===== src/rtl/line_fill_ctrl.sv =====
`default_nettype none
// ============================================================================
// line_fill_ctrl -- serialises cache line refills and write-through stores
// onto the single main-memory port.   Revision: 1.0
// ============================================================================
module line_fill_ctrl #(
  parameter int ADDR_W         = 16,
  parameter int DATA_W         = 32,
  parameter int WORDS_PER_LINE = 4
) (
  input  logic              clk,
  input  logic              reset,
  input  logic              fill_req,
  input  logic              wt_req,
  input  logic [ADDR_W-1:0] req_addr,
  input  logic [DATA_W-1:0] wt_data,
  output logic              busy,
  output logic              done,
  output logic              mem_req,
  output logic              mem_we,
  output logic [ADDR_W-1:0] mem_addr,
  output logic [DATA_W-1:0] mem_wdata,
  input  logic              mem_ack,
  input  logic [DATA_W-1:0] mem_rdata,
  output logic              cache_we,
  output logic [ADDR_W-1:0] cache_addr,
  output logic [DATA_W-1:0] cache_wdata,
  output logic              tag_we
);

  localparam int OFF_W = $clog2(WORDS_PER_LINE);
  localparam logic [OFF_W-1:0] c_LAST_OFF = OFF_W'(WORDS_PER_LINE - 1);

  typedef enum logic [2:0] {
    ST_IDLE    = 3'd0,
    ST_FILL_RD = 3'd1,
    ST_TAG_UPD = 3'd2,
    ST_WT      = 3'd3,
    ST_DONE    = 3'd4
  } state_t;

  state_t            r_state;
  state_t            w_next_state;
  logic [ADDR_W-1:0] r_addr;
  logic [DATA_W-1:0] r_data;
  logic [OFF_W-1:0]  r_off;

  logic [ADDR_W-1:0] w_line_base;
  logic [ADDR_W-1:0] w_fill_addr;
  logic              w_off_last;
  logic              w_accept;

  // Offset replaces the low bits outright, so the tag/index bits never see a carry.
  assign w_line_base = {r_addr[ADDR_W-1:OFF_W], {OFF_W{1'b0}}};
  assign w_fill_addr = {r_addr[ADDR_W-1:OFF_W], r_off};
  assign w_off_last  = (r_off == c_LAST_OFF);
  assign w_accept    = (r_state == ST_IDLE) && (wt_req || fill_req);

  always_ff @(posedge clk or posedge reset) begin
    if (reset) begin
      r_state <= ST_IDLE;
      r_addr  <= '0;
      r_data  <= '0;
      r_off   <= '0;
    end else begin
      r_state <= w_next_state;
      if (w_accept) begin
        r_addr <= req_addr;
        r_data <= wt_data;
        r_off  <= '0;
      end else if ((r_state == ST_FILL_RD) && mem_ack && !w_off_last) begin
        r_off <= r_off + 1'b1;
      end
    end
  end

  always_comb begin
    w_next_state = r_state;
    busy         = 1'b0;
    done         = 1'b0;
    mem_req      = 1'b0;
    mem_we       = 1'b0;
    mem_addr     = '0;
    mem_wdata    = '0;
    cache_we     = 1'b0;
    cache_addr   = '0;
    cache_wdata  = '0;
    tag_we       = 1'b0;

    case (r_state)
      ST_IDLE: begin
        // Write-through first so the store lands in RAM before any refill reads it.
        if (wt_req) begin
          w_next_state = ST_WT;
        end else if (fill_req) begin
          w_next_state = ST_FILL_RD;
        end
      end

      ST_FILL_RD: begin
        busy     = 1'b1;
        mem_req  = 1'b1;
        mem_addr = w_fill_addr;
        if (mem_ack) begin
          cache_we    = 1'b1;
          cache_addr  = w_fill_addr;
          cache_wdata = mem_rdata;
          if (w_off_last) begin
            w_next_state = ST_TAG_UPD;
          end
        end
      end

      ST_TAG_UPD: begin
        busy         = 1'b1;
        tag_we       = 1'b1;
        cache_addr   = w_line_base;
        w_next_state = ST_DONE;
      end

      ST_WT: begin
        busy      = 1'b1;
        mem_req   = 1'b1;
        mem_we    = 1'b1;
        mem_addr  = r_addr;
        mem_wdata = r_data;
        if (mem_ack) begin
          w_next_state = ST_DONE;
        end
      end

      ST_DONE: begin
        busy         = 1'b1;
        done         = 1'b1;
        w_next_state = ST_IDLE;
      end

      default: begin
        w_next_state = ST_IDLE;
      end
    endcase
  end

endmodule
`default_nettype wire


===== config.mk =====
export PLATFORM = sky130hd
export DESIGN_NAME = line_fill_ctrl
export DESIGN_NICKNAME = d
export VERILOG_FILES = /design/src/rtl/line_fill_ctrl.sv
export SDC_FILE = /design/constraint.sdc
export NUM_CORES = 1
export LEC_CHECK = 0
export ABC_AREA = 1
export CORE_ASPECT_RATIO = 0.6
export CORE_UTILIZATION = 37
export CTS_CLUSTER_SIZE = 30
export DETAILED_ROUTE_END_ITERATION = 10
export GPL_TIMING_DRIVEN = 0
export PLACE_DENSITY = 0.82
export SYNTH_ARGS = -nofsm -noshare
export SYNTH_HDL_FRONTEND = slang
export SYNTH_SLANG_ARGS = --single-unit
export TNS_END_PERCENT = 50

===== constraint.sdc =====
create_clock -name clk -period 2.4 [get_ports clk]
set_input_delay 0.6 -clock clk [delete_from_list [all_inputs] [get_ports clk]]
set_output_delay 0.6 -clock clk [all_outputs]
set_load 0.01 [all_outputs]

**Yosys cells after proc, flatten, opt, wreduce, memory -nomap -nowiden**

Cells that the tools add are included.

- Register bits: 53
- Input port bits: 85
- Output and inout bits: 102
- Word-level logic and storage cells: 45

- Add/sub/neg operators: 1
- Eq/ne operators: 9
- Muxes and demuxes: 21
- Reductions and logical operators: 10

Operators with widths:

| cell | number |
|---|---|
| $mux W32 | 3 |
| $pmux W16 S2 | 2 |
| $mux W16 | 1 |
| $mux W3 | 5 |
| $pmux W3 S4 | 1 |
| $mux W1 | 7 |
| $eq A3 B2 Y1 const B | 2 |
| $ne A2 B2 Y1 const B | 3 |
| $mux W2 | 2 |
| $reduce_and A4 Y1 | 1 |
| $reduce_or A4 Y1 | 1 |
| $eq A3 B1 Y1 const B | 1 |
| $eq A3 B3 Y1 const B | 1 |
| $logic_and A1 B1 Y1 | 3 |
| $logic_not A3 Y1 | 1 |
| $ne A3 B3 Y1 const B | 1 |
| $add A2 B1 Y2 const B | 1 |
| $eq A2 B2 Y1 const B | 1 |
| $reduce_bool A2 Y1 | 1 |
| $reduce_or A2 Y1 | 1 |
| $logic_not A1 Y1 | 1 |
| $logic_or A1 B1 Y1 | 1 |

**Logic depth before layout (Yosys ltp)**

- Depth after elaboration: 5
- Depth in mapped cells: 7
- Mapped depth without buffers: 6

**Least setup slack after synthesis**

OpenSTA, ideal clock, no wires.

- Kind: input port to output port
- Start point: input port mem_ack
- End point: output port cache_addr[10]
- Arrival: 1.404 ns
- Required time: 1.800 ns
- Path slack: 0.396 ns
- Stages: 6
- Buffers on the path: 2
- Cell sequence: buf_2 inv_1 nor2_4 nor2_4 buf_4 nor2_1

- Word-level cells in the longest chain between the ends: 2

RTL lines:

| what | line | RTL |
|---|---|---|
| start: declaration | 23 | `input logic mem_ack,` |
| $mux W16 | 104 | `if (mem_ack) begin` |
| $pmux W16 S2 | 90 | `case (r_state)` |
| end: declaration | 26 | `output logic [ADDR_W-1:0] cache_addr,` |

Every way passes these cells.

**Worst setup path in the final report**

- Start point: register r_state[2]
- End point: output port mem_wdata[3]

- Word-level cells in the longest chain between the ends: 2

RTL lines:

| what | line | RTL |
|---|---|---|
| start: declaration | 42 | `state_t r_state;` |
| start signal: assignment | 66 | `r_state <= w_next_state;` |
| $eq A3 B2 Y1 | 90 |  |
| $mux W32 | 90 |  |
| end: declaration | 22 | `output logic [DATA_W-1:0] mem_wdata,` |

Every way passes these cells.

==> flow_summary.ini <==
[layout]
fin_util_pct = 69.2
areaGrowthSynthToFinish_pct = 76.7
final_area_mm2 = 0.00515
diodes = 0
fill_cells = 643
drive_gt1_share_pct = 11.5
nets = 678

[synth]
yosysSeqAreaShare_pct = 45.5
synth-edff-count = 0
synthTopCellsByArea = dfrtp_1, nor2_1, inv_1
synthCells = 392
ys_warn_count = 0
syn_avg_cell_area_um2 = 7.44
synth_area_leader_cell = dfrtp_1
synth_ff_type = dfrtp_1
yosys_register_bits = 53
synth_top_cells_by_count = nor2_1, inv_1, dfrtp_1
yosys.area.top_type_share_pct = 45.5
synthesis.nets = 478
netlist_area_mm2 = 0.00292
async_reset_ff_share_pct = 100
yosysMostFrequentCell = nor2_1
yosysUniqueCellTypes = 24

[die]
pin_count = 187
fp.dieH_um = 70.8
rows = 24
die_x_um = 117
initial_utilization_pct = 39.2
core_area_mm2 = 0.00745
fp.dieArea_mm2 = 0.00825

[sta]
rsz0062_at_grt = yes
min_period_ps = 2390
hold_viol = 0
maxSlewViolCount = 0
fin_crit_sh_pct = 99.5
worst_pin_slew_ps = 328
fmax_ghz = 0.419
setup_viol = 0
slew-limit-headroom_pct = 78.1
fin_skew_ps = 5.52
hold_ws_ps = 517

[critical_path]
reg2reg_depth = 7
cp-end-kind = output pin
cp-start-kind = flip-flop
required_ps = 1800
critPathKind = flip-flop to output pin
path_max_fanout = 10
cp.arrival_ps = 1790

[clocking]
cts_root_buf = clkbuf_16
htree_num_levels = 2
clk_latency_ps = 280
cts_buffer_depth = 2
clkSlewWorstSetupHoldPaths_ps = 70
cts_tree = done
cts_sinks = 53
cts_buffers = 5
ctsHoldBuffers = 0

[routing]
drt-met1-wl_um = 4540
top_layer = met4
vias = 3152
met2_length_um = 4350
drt_iter0_drc = 142
drcViolationCount = 0
detail-route-antenna-nets = 0
wl_met3_um = 621
wl_per_cell_um = 13.8
vias_per_cell = 4.52
wl_um = 9650
drtPass1Iterations = 4

[status]
status = finished clean

[worst_hold_path]
hold_class = flip-flop to flip-flop
holdPathStages = 2

[place]
place_area_mm2 = 0.00492
hpwl_um = 7450
finalWeightedCongestion = 0.832
io_buffer_count = 185

[power]
finalPower_mw = 6.00
vdd_drop_max_v = 0.000547
power.leakage_nw = 3.19
power_density_mw_per_mm2 = 1170

[grt]
grt_first_pass_wirelength_um = 15000
gr-total-overflow = 0
grt_max_degree = 40
antenna_found_initial = 0
grtUsageTotal_pct = 23.4
grt_pass1_vias = 3121

[job]
cap_violations = 0
-- state kept, by name, indices dropped and copies added, names as in the netlist --
register and flops:
r_state 3, r_off 2, r_data 32, r_addr 16
-- final timing paths --
| path | to | startpoint | slack (ps) |
|---|---|---|---|
| min | r_data[31]$_DFFE_PP0P_ | r_data[31]$_DFFE_PP0P_ | 520 |
| min reg2reg | r_data[31]$_DFFE_PP0P_ | r_data[31]$_DFFE_PP0P_ | 520 |
| max in group asynchronous | r_state[2]$_DFFE_PP0P_ | reset | 1290 |
| max | mem_wdata[3] | r_state[2]$_DFFE_PP0P_ | 10 |
| min in group asynchronous | r_data[11]$_DFFE_PP0P_ | reset | 590 |
| max reg2reg | r_data[12]$_DFFE_PP0P_ | r_state[1]$_DFFE_PP0P_ | 950 |
-- cell families (layout without fill, tap and decap cells) --
| logic type | count (synthesis) | in the layout | share of synthesized area (%) |
|---|---|---|---|
| simple gates | 201 | 201 | 28.2 |
| buf+inv | 84 | 285 | 15.2 |
| compound gates | 53 | 53 | 10.7 |
| flops | 53 | 53 | 45.5 |
| fa+ha+maj | 1 | 1 | 0.429 |
-- what timing repair did --
item	CTS	global route
pin swaps	2	1
setup buffers	4	3
resized for setup	71	37
setup endpoints to repair	94	44
cloned	0	0
endpoints found under the hold margin	0	0
-- layout make-up --
cell class	count	area (um2)	area share [%]
well taps	104	130	2.52
clock buffers	6	129	2.50
flip-flops and latches	53	1330	25.8
plain buffers	23	235	4.56
multi-input cells	255	1160	22.5
clock inverters	2	10.0	0.194
inverters	61	229	4.44
repair buffers	193	1930	37.5
-- stage by stage --
step / instances / TNS [ps] / setup WS [ps]
final: 697 / 0 / 11.1
after CTS: 694 / -318 / -54.4
after detailed placement: 682 / -4330 / -224
after global routing: 697 / -76.2 / -65.7
after floorplan: 392 / 0 / 396
after global placement: 681 / -25690 / -421
-- where the power goes --
group          switching (mW)  internal (mW)  total (mW)
Combinational            2.10           1.73        3.83
Clock                   0.301          0.384       0.685
Sequential              0.154           1.33        1.49
-- critical path: stages, from the launching register on --
cell,delay (ps)
dfrtp_2,450
nor2_4,160
nand2_4,120
buf_6,160
nor2_1,80
clkdlybuf4s50_1,540
-- metal layers --
| metal | global-route usage (%) | up-vias |
|---|---|---|
| li1 | - | 1573 |
| met1 | 32.8 | 1439 |
| met2 | 37.5 | 128 |
| met3 | 5.31 | 12 |
| met4 | 4.08 | 0 |
| met5 | 0 | - |
-- cells in the final DEF, fill, tap and decap left out, drive strengths merged --
master         instances
a21oi                 46
nand3                  6
clkbuf                10
ha                     1
clkinv                 2
dfrtp                 53
o21bai                 1
nand4                  4
clkdlybuf4s15          1
dlymetal6s2s          32
nor2                 145
nand2                 44
inv                   61
buf                   28
o21ai                  6
clkdlybuf4s50         97
nor3                   2
dlygate4sd2           54
No activity file was read; power rests on OpenSTA's default activity.
